File: src/rtl/signed_adder_tree.sv
// ----------------------------------------------------------------------------
// signed_adder_tree
//
// Pipelined N-input signed adder. NUM_IN signed lanes are reduced through a
// registered binary tree (one register level per halving), followed by one
// output register that narrows the full-precision sum to OWIDTH bits with
// either wrap-around or saturation and raises a per-sample overflow flag.
// A valid bit travels alongside the data, and a clock enable freezes every
// register in the block.
//
// Parameters
//   IWIDTH    width of each signed input lane
//   NUM_IN    number of lanes (>= 2)
//   OWIDTH    output width; default is full precision IWIDTH + $clog2(NUM_IN)
//   SATURATE  only used when OWIDTH is below full precision: 1 = clamp,
//             0 = wrap (drop MSBs)
//
// Ports
//   i_clk     clock, rising edge
//   i_rst     asynchronous active-high reset; clears every register
//   i_ce      clock enable; 0 holds the whole pipeline including outputs
//   i_valid   input sample valid
//   i_data    packed signed lanes, lane k = i_data[k*IWIDTH +: IWIDTH]
//   o_valid   output sample valid (latency $clog2(NUM_IN) + 1 enabled cycles)
//   o_sum     signed sum, OWIDTH bits
//   o_ovf     the sample did not fit in OWIDTH (clamped or wrapped)
// ----------------------------------------------------------------------------
module signed_adder_tree #(
    parameter int IWIDTH   = 16,
    parameter int NUM_IN   = 4,
    parameter int OWIDTH   = IWIDTH + $clog2(NUM_IN),
    parameter int SATURATE = 0
) (
    input  logic                       i_clk,
    input  logic                       i_rst,
    input  logic                       i_ce,
    input  logic                       i_valid,
    input  logic [NUM_IN*IWIDTH-1:0]   i_data,
    output logic                       o_valid,
    output logic [OWIDTH-1:0]          o_sum,
    output logic                       o_ovf
);

    // Guard against NUM_IN < 2 so the widths below stay sane while the
    // elaboration error is being reported.
    localparam int LEVELS = (NUM_IN < 2) ? 1 : $clog2(NUM_IN);
    localparam int FWID   = IWIDTH + LEVELS;
    localparam int LAT    = LEVELS + 1;
    // Common width for the range test: wide enough for both the full sum
    // and the output, so one signed comparison covers every configuration.
    localparam int XW     = (OWIDTH > FWID) ? OWIDTH : FWID;
    localparam bit CLAMP  = (SATURATE != 0);

    localparam logic signed [XW-1:0] O_MAX = {{(XW-OWIDTH+1){1'b0}}, {(OWIDTH-1){1'b1}}};
    localparam logic signed [XW-1:0] O_MIN = {{(XW-OWIDTH+1){1'b1}}, {(OWIDTH-1){1'b0}}};

    // Number of operands entering tree level l: ceil(NUM_IN / 2^l).
    function automatic int cnt_at(input int l);
        return (NUM_IN + (1 << l) - 1) >> l;
    endfunction

    genvar gi, ki;

    generate
        if (NUM_IN < 2 || OWIDTH < IWIDTH) begin : g_param_err
            $error("signed_adder_tree: NUM_IN must be >= 2 and OWIDTH >= IWIDTH");
        end
    endgenerate

    // ------------------------------------------------------------------
    // Adder tree. Level gi takes operands of IWIDTH+gi bits and produces
    // sums one bit wider, so no level can overflow. Operands are paired
    // (2j, 2j+1); an odd leftover is paired with a constant zero, which
    // amounts to a sign-extending pass-through register.
    // ------------------------------------------------------------------
    generate
        for (gi = 0; gi < LEVELS; gi++) begin : g_lvl
            localparam int W_IN  = IWIDTH + gi;
            localparam int W_OUT = W_IN + 1;
            localparam int N_IN  = cnt_at(gi);
            localparam int N_OUT = cnt_at(gi + 1);

            logic signed [W_IN-1:0]  opnd  [2*N_OUT];
            logic signed [W_OUT-1:0] sum_d [N_OUT];
            logic signed [W_OUT-1:0] sum_q [N_OUT];

            for (ki = 0; ki < N_IN; ki++) begin : g_src
                if (gi == 0) begin : g_lane
                    assign opnd[ki] = i_data[ki*IWIDTH +: IWIDTH];
                end else begin : g_prev
                    assign opnd[ki] = g_lvl[gi-1].sum_q[ki];
                end
            end

            if (N_IN < 2*N_OUT) begin : g_pad
                assign opnd[2*N_OUT-1] = '0;
            end

            always_comb begin
                for (int j = 0; j < N_OUT; j++) begin
                    sum_d[j] = {opnd[2*j][W_IN-1], opnd[2*j]}
                             + {opnd[2*j+1][W_IN-1], opnd[2*j+1]};
                end
            end

            always_ff @(posedge i_clk or posedge i_rst) begin
                if (i_rst) begin
                    sum_q <= '{default: '0};
                end else if (i_ce) begin
                    sum_q <= sum_d;
                end
            end
        end
    endgenerate

    // ------------------------------------------------------------------
    // Output stage: narrowing and overflow detection.
    // ------------------------------------------------------------------
    logic signed [FWID-1:0]  full_sum;
    logic signed [XW-1:0]    full_ext;
    logic                    fits;
    logic [OWIDTH-1:0]       sum_out_d;
    logic [OWIDTH-1:0]       sum_out_q;
    logic                    ovf_d;
    logic                    ovf_q;
    logic [LAT-1:0]          vld_d;
    logic [LAT-1:0]          vld_q;

    assign full_sum = g_lvl[LEVELS-1].sum_q[0];

    always_comb begin
        full_ext  = XW'(full_sum);
        // When OWIDTH covers full precision this is constant-true and the
        // whole narrowing path reduces to a sign extension.
        fits      = (full_ext >= O_MIN) && (full_ext <= O_MAX);
        sum_out_d = full_ext[OWIDTH-1:0];
        ovf_d     = ~fits;
        if (!fits && CLAMP) begin
            sum_out_d = full_ext[XW-1] ? O_MIN[OWIDTH-1:0] : O_MAX[OWIDTH-1:0];
        end
    end

    // Valid pipe runs in lock-step with the data: LEVELS tree stages plus
    // the output register.
    always_comb begin
        vld_d = {vld_q[LAT-2:0], i_valid};
    end

    always_ff @(posedge i_clk or posedge i_rst) begin
        if (i_rst) begin
            vld_q     <= '0;
            sum_out_q <= '0;
            ovf_q     <= 1'b0;
        end else if (i_ce) begin
            vld_q     <= vld_d;
            sum_out_q <= sum_out_d;
            ovf_q     <= ovf_d;
        end
    end

    assign o_valid = vld_q[LAT-1];
    assign o_sum   = sum_out_q;
    assign o_ovf   = ovf_q;

endmodule

File: config.mk
export PLATFORM = sky130hd
export DESIGN_NAME = signed_adder_tree
export DESIGN_NICKNAME = d
export VERILOG_FILES = /design/src/rtl/signed_adder_tree.sv
export SDC_FILE = /design/constraint.sdc
export NUM_CORES = 1
export LEC_CHECK = 0
export CAP_MARGIN = 40
export CORE_MARGIN = 1
export CORE_UTILIZATION = 64
export CTS_BUF_LIST = sky130_fd_sc_hd__clkbuf_4 sky130_fd_sc_hd__clkbuf_8 sky130_fd_sc_hd__clkbuf_16
export DETAILED_ROUTE_END_ITERATION = 7
export DONT_BUFFER_PORTS = 1
export PLACE_DENSITY = 0.8
export SLEW_MARGIN = 0
export SYNTH_ARGS = -nofsm -noshare
export SYNTH_HDL_FRONTEND = slang
export SYNTH_SLANG_ARGS = --single-unit
export TNS_END_PERCENT = 30
File: constraint.sdc
create_clock -name i_clk -period 7.4 [get_ports i_clk]
set_clock_uncertainty 0.2 [all_clocks]
set_input_delay 1.48 -clock i_clk [delete_from_list [all_inputs] [get_ports i_clk]]
set_output_delay 1.48 -clock i_clk [all_outputs]
set_load 0.02 [all_outputs]
# Word-level counts from Yosys, hierarchy flattened
# Cells that the tools add are included.
[totals]
register_bits = 74
latchBits = 0
ramBits = 0
rom_bits = 0
input_bits = 68
output_inout_bits = 20
wordCells = 13
memories = 0
[classes]
addsub = 3
mul = 0
n_div = 0
order_cmp = 2
eq_ne = 0
n_shift = 0
muxes = 0
bitwise_logic = 1
n_reduce_logical = 1
[op_table]
columns = ["operator", "n"]
rows = [
  ["$add 16x16->17", 2],
  ["$add 17x17->18", 1],
  ["$ge 18x18->1 const B", 1],
  ["$le 18x18->1 const B", 1],
  ["$logic_and 1x1->1", 1],
  ["$not 1->1", 1],
]

# Logic depth before layout (Yosys ltp)
# Gate-level depths: netlist of run 1.
[logic_depth]
depth_word = 3
depth_mapped = 9
mapped_depth_nobuf = 9

# Worst setup path before layout of run 1
# No wires, ideal clock.
[synth_path]
path_type = "input-to-reg"
from = "input port i_data[0]"
to = "register g_lvl[0].sum_q[27] (netlist bit)"
setup_ns = 0.125
t_arrival_ns = 3.288
t_required_ns = 7.075
path_slack_ns = 3.788
cell_stages = 8
n_path_buf = 0
path_cell_list = "ha_1 fa_1 a211oi_2 o211ai_1 a31o_1 a21oi_1 xnor2_1 mux2_2"
[synth_via]
elab_chain_cells = 1
[synth_lines]
columns = ["item", "line_no", "rtl"]
rows = [
  ["start: declaration", "38", "input logic [NUM_IN*IWIDTH-1:0] i_data,"],
  ["$add 16x16->17", "102", "+ {opnd[2*j+1][W_IN-1], opnd[2*j+1]};"],
  ["end signal: assignment", "110", "sum_q <= sum_d;"],
  ["end: declaration", "85", "logic signed [W_OUT-1:0] sum_q [N_OUT];"],
]
# Every way passes these cells.
# A chain may end at the register's enable or synchronous reset.

# Worst setup path after layout of run 1
[layout_path]
from = "input port i_data[32]"
to = "register g_lvl[0].sum_q[14] (netlist bit)"
# The elaborated chain is that of the path after synthesis.

==> results of run 1 <==
==> area by class of cell <==
type,count,share of cell area
clock buffers,11,0.0270
repair buffers,3,0.00652
multi-input cells,401,0.578
well taps,102,0.0238
flip-flops and latches,74,0.345
inverters,15,0.0105
clock inverters,5,0.0100
==> cells in the final DEF (no fill, tap or decap), drive strengths merged, types with 3 or more instances in the layout <==
master	synthesis	layout
dfrtp	74	74
ha	49	49
mux2	48	48
a21oi	36	36
nand2	35	35
nor2	32	32
o21ai	27	27
a21o	20	20
xnor2	19	19
a211oi	17	17
inv	15	15
nand3	11	11
clkbuf	8	11
xor2	9	9
nor3	8	8
a31oi	7	7
o31ai	6	6
o211ai	6	6
nor2b	5	5
o21bai	5	5
and4	4	4
clkinv	0	4
nand2b	3	3
nor3b	3	3
and3	3	3
fa	3	3
o311ai	3	3
a31o	3	3
buf	5	3
==> per-stage QoR <==
| stage | instances | cell area (µm²) | power [mW] | hold WS [ns] | util |
|---|---|---|---|---|---|
| after floorplan | 503 | 5060 | 1.14 | 0.248 | - |
| after global placement | 594 | 5150 | 1.23 | 0.258 | 0.670 |
| after detailed placement | 595 | 5170 | 1.27 | 0.265 | 0.673 |
| after CTS | 611 | 5370 | 1.58 | 0.282 | 0.699 |
| after global routing | 611 | 5370 | 1.68 | 0.316 | 0.699 |
| final | 611 | 5370 | 1.58 | 0.277 | 0.699 |
==> routing by layer <==
| layer | GRT usage | vias up | routed length (µm) |
|---|---|---|---|
| li1 | - | 1891 | - |
| met1 | 0.350 | 1864 | 4740 |
| met2 | 0.438 | 134 | 4850 |
| met3 | 0.0480 | 18 | 621 |
| met4 | 0.110 | 0 | 201 |
| met5 | 0 | - | 0 |
==> report_power, final <==
part	switching [mW]	leakage, nW	total (mW)	internal [mW]
logic	0.292	1.37	0.579	0.287
registers	0.143	0.871	0.684	0.541
clock network	0.146	0.106	0.314	0.168
total	0.581	2.35	1.58	0.996
==> final timing paths <==
check | endpoint | slack [ns]
max | g_lvl[0].sum_q[14]$_DFFE_PP0P_ | 3.88
min | full_ext[3]$_DFFE_PP0P_ | 0.28
max reg2reg | full_ext[10]$_DFFE_PP0P_ | 4.60
min reg2reg | full_ext[3]$_DFFE_PP0P_ | 0.28
max in group asynchronous | g_lvl[0].sum_q[31]$_DFFE_PP0P_ | 5.54
min in group asynchronous | full_ext[0]$_DFFE_PP0P_ | 0.90
==> flip-flops by register name, indices dropped and copies added, names as in the netlist <==
signal	flops
full_ext	18
g_lvl.sum_q	34
o_ovf	1
o_sum	18
vld_q	3
==> synth_stat cells, drive strengths merged, types with 7 or more instances <==
library cell / number / area (µm²)
a211oi: 17 / 143
a21o: 20 / 150
a21oi: 36 / 180
a31oi: 7 / 43.8
clkbuf: 8 / 30.0
dfrtp: 74 / 1850
ha: 49 / 613
inv: 15 / 56.3
mux2: 48 / 541
nand2: 35 / 134
nand3: 11 / 55.1
nor2: 32 / 120
nor3: 8 / 40.0
o21ai: 27 / 139
xnor2: 19 / 166
xor2: 9 / 78.8
==> kinds of logic after synthesis <==
group           after synthesis  share of synthesized area
compound gates              151                      0.204
simple gates                120                      0.117
flops                        74                      0.366
fa+ha+maj                    52                      0.133
mux                          50                      0.111
xor+xnor                     28                     0.0485
buf+inv                      28                     0.0208
==> results.txt, run 1 <==
Max-Cap Viols -> 0
Multi-input logic area -> 0.00310 mm²
PwrDens -> 293 mW/mm²
Yosys warns -> 0
Setup slack after layout -> 3.88 ns
DRC viols -> 0
Post-Synthesis Cells -> 503
Antenna violations before repair -> 0
CP required -> 7.43 ns
Post-synthesis cell type count -> 63
CTS tree -> yes
Crit-path leading delay family -> compound AO/OA/AOI/OAI gates
Status -> complete, no violations
CTS sink cnt -> 74
Antenna-violating nets left -> 0
CP Max Fanout -> 4
Reg area -> 0.00185 mm²
Worst r2r path cells -> 9
GRT Residual Overflow -> 0
Slew Limit Fails -> 0
# hold bufs at CTS -> 0
Die Wd -> 90.9 µm
IO Port Bufs -> 0
DRT iter0 DRCs -> 152
Post-synthesis async set-or-reset flop share -> 1.00
CP arrival -> 3.56 ns
Die Span Y -> 90.9 µm
Initial Utilization -> 0.658
Mapped Nets -> 623
Reg clk slew, reported paths -> 0.08 ns
Cell Area, Synth -> 0.00506 mm²
Yosys reg bits -> 74
Largest net degree at the start of global routing -> 85
Via Count -> 3907
Critical path endpoint category -> register
Primary FF master, synth -> dfrtp_1
GPL Wtd Cong -> 0.905
Share of cells above drive strength 1 -> 0.155
Detailed placer's ending HPWL -> 7860 µm
CP Class -> in2reg
HP Start -> full_ext[3]$_DFFE_PP0P_
Wire per inst -> 17.0 µm
WP buf/inv -> 0
Pre-CTS setup slack -> 3.59 ns
Setup bufs post-CTS -> 0
Clock insertion delay at the later pin of the skew report -> 0.34 ns
# resized after CTS -> 0
Worst R2R Start -> g_lvl[0].sum_q[17]$_DFFE_PP0P_
Row Count -> 32
Via density -> 6.39
Tcrit/Tclk final -> 0.476
RSZ-0062 raised after global routing -> no
Drt total wl -> 10400 µm
Syn avg cell area -> 10.1 µm²
Number of global-route vias before repair -> 3726
Max Clock Freq -> 284 MHz
Post-synthesis sequential area ratio -> 0.366
First-pass GRT wire length -> 17400 µm
Critical path origin -> i_data[32]
Area Overhead vs Synth -> 6.18%
Min-Delay Path Class -> reg2reg
Max stage delay on crit path -> 0.44 ns
Final Setup Violations -> 0
Total number of H-tree levels -> 3
N_diodes -> 0
Critical Path Stages -> 8
Tmin final -> 3.52 ns
1st-pass router iterations -> 5
Sum Neg Setup Slack -> 0 ns
Leak pwr -> 2.35 nW
Post-synth EDFFs -> 0
IO Pins -> 88
Sequence of cells on the critical path -> ha_1 -> fa_1 -> a211oi_1 -> o31a_1 -> a211oi_1 -> o21ai_1 -> nor3_1 -> o32a_1
Slew margin rel. -> 0.519
Worst vdd ir -> 0.106 mV
Hold path cells -> 1
Area of the core -> 0.00769 mm²
Most used cell, CP -> a211oi_1
Die area -> 0.00827 mm²
Clock Path Buffers -> 2
Crit path launch type -> primary input
Nets -> 624
Total GRT Usage -> 0.267
Final hold viol count -> 0
Clock root cell -> clkbuf_8
Cell at the slowest stage of the critical path -> fa_1
Fill cells -> 632
Measured slew at the worst slew-check pin -> 0.703 ns
CTS buffer count -> 9
No activity file was read; power rests on OpenSTA's default activity.
==> run 2: changes to the inputs <==
--- a/config.mk
+++ b/config.mk
@@ -7,11 +7,11 @@
 export LEC_CHECK = 0
 export CAP_MARGIN = 40
 export CORE_MARGIN = 1
-export CORE_UTILIZATION = 64
+export CORE_UTILIZATION = 58
 export CTS_BUF_LIST = sky130_fd_sc_hd__clkbuf_4 sky130_fd_sc_hd__clkbuf_8 sky130_fd_sc_hd__clkbuf_16
 export DETAILED_ROUTE_END_ITERATION = 7
 export DONT_BUFFER_PORTS = 1
-export PLACE_DENSITY = 0.8
+export PLACE_DENSITY = 0.76
 export SLEW_MARGIN = 0
 export SYNTH_ARGS = -nofsm -noshare
 export SYNTH_HDL_FRONTEND = slang
==> constraint.sdc (replaced) <==
create_clock -name i_clk -period 3.2 [get_ports i_clk]
set_clock_uncertainty 0.2 [all_clocks]
set_input_delay 0.64 -clock i_clk [delete_from_list [all_inputs] [get_ports i_clk]]
set_output_delay 0.64 -clock i_clk [all_outputs]
set_load 0.02 [all_outputs]
==> run 2 against run 1 <==
Register-to-register slack got worse by 4.2 ns. Via count rose by 0.15%. Cell count rose by 0.16%. Combinational power rose by 130%. Sequential cell count did not move. First-iteration DRC count rose by 1.3%. Clock power rose by 140%. Routed wire length fell by 0.39%. Setup slack got worse by 3.4 ns.
==> results.txt, run 2 (synthesis gave the netlist of run 1 again) <==
Clock root cell -> clkbuf_8
DRT iter0 DRCs -> 154 (+1.3%)
Antenna violations before repair -> 0 (unchanged)
Drt total wl -> 10400 µm (-0.39%)
Total number of H-tree levels -> 3 (unchanged)
Fill cells -> 697 (+10%)
CTS tree -> yes
Nets -> 623 (-0.16%)
GRT Residual Overflow -> 0 (unchanged)
Number of global-route vias before repair -> 3679 (-1.3%)
CP required -> 3.22 ns (-4.21 ns)
Final hold viol count -> 0 (unchanged)
First-pass GRT wire length -> 16600 µm (-4.7%)
N_diodes -> 0 (unchanged)
Initial Utilization -> 0.607 (-0.0515)
Tmin final -> 2.76 ns
Detailed placer's ending HPWL -> 7860 µm (about the same)
Max Clock Freq -> 362 MHz
Row Count -> 33 (+3.1%)
Antenna-violating nets left -> 0 (unchanged)
DP Cell Count -> 597 (+0.34%)
Status -> complete, no violations
Die Wd -> 95.4 µm (+4.9%)
Wire per inst -> 16.9 µm (-0.56%)
Crit path launch type -> register
Setup slack, reg-to-reg -> 0.44 ns (-4.16 ns)
Final Setup Violations -> 0 (unchanged)
IO Port Bufs -> 0 (unchanged)
# resized after CTS -> 0 (unchanged)
RSZ-0062 raised after global routing -> no
Clock Path Buffers -> 2 (unchanged)
Via density -> 6.39 (about the same)
Total GRT Usage -> 0.237 (-0.0297)
CTS sink cnt -> 74 (unchanged)
Largest net degree at the start of global routing -> 85 (unchanged)
IO Pins -> 88 (unchanged)
Max-Cap Viols -> 0 (unchanged)
Biggest register -> g_lvl.sum_q
Slew margin rel. -> 0.525 (+0.00621)
DRC viols -> 0 (unchanged)
1st-pass router iterations -> 5 (unchanged)
Most frequent cells in the layout -> 74 x dfrtp_1, 49 x ha_1, 48 x mux2_2
Slew Limit Fails -> 0 (unchanged)
Clock insertion delay at the later pin of the skew report -> 0.34 ns (about the same)
Area Overhead vs Synth -> 6.36%
Via Count -> 3913 (+0.15%)
Die Span Y -> 95.4 µm (+4.9%)
GPL Wtd Cong -> 0.901 (-0.46%)
Sum Neg Setup Slack -> 0 ns (unchanged)
Worst vdd ir -> 0.337 mV (+220%)
Die area -> 0.00910 mm² (+10%)
Area of the core -> 0.00834 mm² (+8.5%)
Setup bufs post-CTS -> 0 (unchanged)
CTS buffer count -> 9 (unchanged)
PwrDens -> 684 mW/mm² (+130%)
Reg clk slew, reported paths -> 0.07 ns (about the same)
Critical path endpoint category -> register
Max reg flops -> 34 (unchanged)
CP Class -> reg2reg
Leak pwr -> 2.34 nW (-0.40%)
Share of cells above drive strength 1 -> 0.152 (-0.00333)
Non-Filler Instances -> 612 (+0.16%)
CP Max Fanout -> 3 (-1)
Min-Delay Path Class -> in2async
Power consumption -> 3.68 mW (+130%)
Tcrit/Tclk final -> 0.864
Most common cell after layout, fill and taps aside -> dfrtp_1
Measured slew at the worst slew-check pin -> 0.711 ns (+0.00783 ns)
CP arrival -> 2.79 ns (-0.77 ns)
# hold bufs at CTS -> 0 (unchanged)
## run 2: changes by cell type in the layout (fill, tap and decap cells not counted)
cell,change
buf_4,-1
bufinv_16,+1
clkbuf_8,-1
clkinv_2,-2
clkinv_4,-1
clkinvlp_4,+2
## run 2: path summary, 6_finish.rpt
kind / startpoint / cells past startpoint / endpoint
max reg2reg: g_lvl[0].sum_q[17]$_DFFE_PP0P_ / 9 / full_ext[10]$_DFFE_PP0P_
min reg2reg: full_ext[3]$_DFFE_PP0P_ / 1 / full_ext[3]$_DFFE_PP0P_
min: i_rst / 1 / o_sum[0]$_DFFE_PP0P_
max in group asynchronous: i_rst / 2 / g_lvl[0].sum_q[29]$_DFFE_PP0P_
max: g_lvl[0].sum_q[17]$_DFFE_PP0P_ / 9 / full_ext[10]$_DFFE_PP0P_
min in group i_clk: i_ce / 1 / g_lvl[0].sum_q[15]$_DFFE_PP0P_
## run 2: stage by stage
| stage | setup slack [ns] | hold slack (ns) | cell area (µm²) | util |
|---|---|---|---|---|
| 6_report | 0.436 | 0.0900 | 5380 | 0.645 |
| 5_1_grt | 0.246 | 0.134 | 5380 | 0.645 |
| 4_1_cts | 0.450 | 0.109 | 5380 | 0.645 |
| 3_5_place_dp | 0.220 | 0.275 | 5170 | 0.620 |
| 3_3_place_gp | 0.301 | 0.262 | 5170 | 0.620 |
| 2_1_floorplan | 0.428 | 0.248 | 5060 | - |
## run 2: cell type report
class                           count  area [µm²]  share of cell area
Inverter                           15        56.3              0.0105
Multi-Input combinational cell    401        3100               0.577
Clock buffer                       10         131              0.0244
Timing Repair Buffer                2        27.5             0.00512
Tap cell                          105         131              0.0244
Clock inverter                      5        80.1              0.0149
Sequential cell                    74        1850               0.344
## run 2: routing by layer
layer	global-route usage	routed length (µm)	vias to the layer above	share of wire
li1	-	-	1889	-
met1	0.300	4750	1872	0.46
met2	0.377	4790	126	0.46
met3	0.0598	581	26	0.056
met4	0.118	257	0	0.025
met5	0	0	-	0
## run 2: worst max-delay path, cell delays in order (launching register included)
cell	delay, ns
dfrtp_1	0.38
ha_1	0.21
inv_1	0.07
fa_1	0.39
nand2b_1	0.19
a2111oi_0	0.61
o31ai_1	0.15
nand2b_1	0.11
xor2_1	0.07
mux2_2	0.26
## run 2: power breakdown
group / switching (mW) / leakage (nW) / internal (mW)
combinational: 0.672 / 1.37 / 0.663
clock: 0.326 / 0.102 / 0.442
sequential: 0.329 / 0.871 / 1.25
total: 1.33 / 2.34 / 2.36
==> run 3: changes to the inputs <==
--- a/config.mk
+++ b/config.mk
@@ -6,12 +6,14 @@
 export NUM_CORES = 1
 export LEC_CHECK = 0
 export CAP_MARGIN = 40
+export CORE_ASPECT_RATIO = 0.9
 export CORE_MARGIN = 1
 export CORE_UTILIZATION = 58
 export CTS_BUF_LIST = sky130_fd_sc_hd__clkbuf_4 sky130_fd_sc_hd__clkbuf_8 sky130_fd_sc_hd__clkbuf_16
+export CTS_CLUSTER_DIAMETER = 120
 export DETAILED_ROUTE_END_ITERATION = 7
 export DONT_BUFFER_PORTS = 1
-export PLACE_DENSITY = 0.76
+export PLACE_DENSITY = 0.74
 export SLEW_MARGIN = 0
 export SYNTH_ARGS = -nofsm -noshare
 export SYNTH_HDL_FRONTEND = slang
==> run 3 against run 2 <==
Combinational power about the same. Hold slack improved by 0.017 ns. Largest power group unchanged. Routed wire length increased by 3.4%. Setup slack worse by 0.025 ns. Fmax fell by 0.90%. Sequential power about the same. Total power up 1.4%. Critical path depth unchanged. Core utilization increased by 0.93 points. Register-to-register slack got worse by 0.03 ns.
==> results.txt, run 3 (synthesis gave the netlist of run 1 again) <==
Power consumption -> 3.73 mW (+1.4%)
Detailed placer's ending HPWL -> 8230 µm (+4.8%)
# resized after CTS -> 0 (unchanged)
Status -> complete, no violations
Die Span Y -> 90.6 µm (-5.0%)
Worst vdd ir -> 0.280 mV (-17%)
Non-Filler Instances -> 623 (+1.8%)
Largest net degree at the start of global routing -> 85 (unchanged)
Tcrit/Tclk final -> 0.872 (+0.00785)
Total number of H-tree levels -> 3 (unchanged)
Die Wd -> 100 µm (+5.3%)
IO Pins -> 88 (unchanged)
Setup slack after layout -> 0.411 ns (-0.0251 ns)
Slew Limit Fails -> 0 (unchanged)
GPL Wtd Cong -> 0.901 (about the same)
Number of global-route vias before repair -> 3670 (-0.24%)
RSZ-0062 raised after global routing -> no
Biggest register -> g_lvl.sum_q
Most common cell after layout, fill and taps aside -> dfrtp_1
Critical path endpoint category -> register
Hold Worst Slack -> 0.107 ns (+0.0168 ns)
Clock root cell -> clkbuf_8
Via Count -> 3835 (-2.0%)
Antenna-violating nets left -> 0 (unchanged)
Cell at the slowest stage of the critical path -> a2111oi_0
Antenna violations before repair -> 0 (unchanged)
Max stage delay on crit path -> 0.64 ns (+0.03 ns)
Row Count -> 31 (-6.1%)
GRT Residual Overflow -> 0 (unchanged)
Sum Neg Setup Slack -> 0 ns (unchanged)
DRT iter0 DRCs -> 220 (+43%)
Drt total wl -> 10700 µm (+3.4%)
Most used cell, CP -> nand2b_1
CTS sink cnt -> 74 (unchanged)
Initial Utilization -> 0.612 (+0.00579)
CP required -> 3.24 ns (+0.02 ns)
First-pass GRT wire length -> 17200 µm (+3.8%)
Most frequent cells in the layout -> 74 x dfrtp_1, 49 x ha_1, 48 x mux2_2
Max-Cap Viols -> 0 (unchanged)
Worst r2r path cells -> 9 (unchanged)
Crit path launch type -> register
IO Port Bufs -> 0 (unchanged)
DRC viols -> 0 (unchanged)
Max Clock Freq -> 359 MHz (-0.90%)
Leak pwr -> 2.35 nW (+0.20%)
Min-Delay Path Class -> in2async
Sequence of cells on the critical path -> ha_1 -> inv_1 -> fa_1 -> nand2b_1 -> a2111oi_0 -> o31ai_1 -> nand2b_1 -> xor2_1 -> mux2_2
CTS buffer count -> 9 (unchanged)
WP buf/inv -> 1 (unchanged)
Reg clk slew, reported paths -> 0.08 ns (about the same)
Clock Path Buffers -> 2 (unchanged)
# hold bufs at CTS -> 0 (unchanged)
Via density -> 6.16 (-3.7%)
1st-pass router iterations -> 4 (-1)
DP Cell Count -> 607 (+1.7%)
Pre-CTS setup slack -> 0.226 ns (+0.00618 ns)
Share of cells above drive strength 1 -> 0.154 (+0.00167)
Die area -> 0.00910 mm² (about the same)
CP Class -> reg2reg
Area of the core -> 0.00826 mm² (-0.95%)
Crit-path leading delay family -> compound AO/OA/AOI/OAI gates
CP Max Fanout -> 3 (unchanged)
CTS tree -> yes
Measured slew at the worst slew-check pin -> 0.788 ns (+0.0766 ns)
N_diodes -> 0 (unchanged)
Total GRT Usage -> 0.242 (+0.00476)
Wire per inst -> 17.2 µm (+1.5%)
PwrDens -> 690 mW/mm² (+0.88%)
Final Setup Violations -> 0 (unchanged)
Area Overhead vs Synth -> 6.87%
Critical Path Stages -> 9 (unchanged)
CP arrival -> 2.83 ns (+0.04 ns)
Clock insertion delay at the later pin of the skew report -> 0.35 ns (about the same)
Final hold viol count -> 0 (unchanged)
Setup bufs post-CTS -> 0 (unchanged)
Slew margin rel. -> 0.474 (-0.0512)
Tmin final -> 2.79 ns (+0.0251 ns)
Nets -> 623 (unchanged)
Max reg flops -> 34 (unchanged)
-- run 3: changes by cell type in the layout (fill, tap and decap cells not counted), sizes merged --
cell and change:
inv +2, clkbuf -1
-- run 3: report_power, final --
| part | internal (mW) | switching, mW | total (mW) |
|---|---|---|---|
| clock network | 0.445 | 0.367 | 0.812 |
| registers | 1.25 | 0.329 | 1.58 |
| logic | 0.664 | 0.678 | 1.34 |
-- run 3: area by class of cell --
type,count,area (µm²)
timing repair buffer,2,27.5
fill,670,2850
inverter,15,56.3
multi-input combinational,401,3100
tap,115,144
sequential,74,1850
clock buffer,9,124
clock inverter,7,101
-- run 3: final timing paths --
| path | start | end | slack, ns |
|---|---|---|---|
| worst max-delay path | g_lvl[0].sum_q[0]$_DFFE_PP0P_ | full_ext[10]$_DFFE_PP0P_ | 0.41 |
| worst min-delay path | i_rst | o_sum[17]$_DFFE_PP0P_ | 0.11 |
| max in group asynchronous | i_rst | g_lvl[0].sum_q[31]$_DFFE_PP0P_ | 2.04 |
| worst max register to register | g_lvl[0].sum_q[0]$_DFFE_PP0P_ | full_ext[10]$_DFFE_PP0P_ | 0.41 |
| min in group i_clk | i_ce | g_lvl[0].sum_q[33]$_DFFE_PP0P_ | 0.19 |
| worst min register to register | full_ext[3]$_DFFE_PP0P_ | full_ext[3]$_DFFE_PP0P_ | 0.28 |
-- run 3: per-layer routing --
metal	routed length, µm	track usage	vias to the layer above
met4	206	0.0966	0
li1	-	-	1893
met5	0	0	-
met3	583	0.0464	18
met2	4570	0.372	116
met1	5360	0.335	1808
-- run 3: stage by stage --
step                      cell area, µm²  utilization
final                               5410        0.655
after global routing                5410        0.655
after CTS                           5410        0.655
after detailed placement            5180        0.627
after global placement              5180        0.627
after floorplan                     5060            -
-- run 3: worst reg2reg max path: stages, from the launching register on --
cell	delay (ns)
dfrtp_1	0.36
ha_1	0.21
inv_1	0.07
fa_1	0.39
nand2b_1	0.19
a2111oi_0	0.64
o31ai_1	0.17
nand2b_1	0.12
xor2_1	0.06
mux2_2	0.26
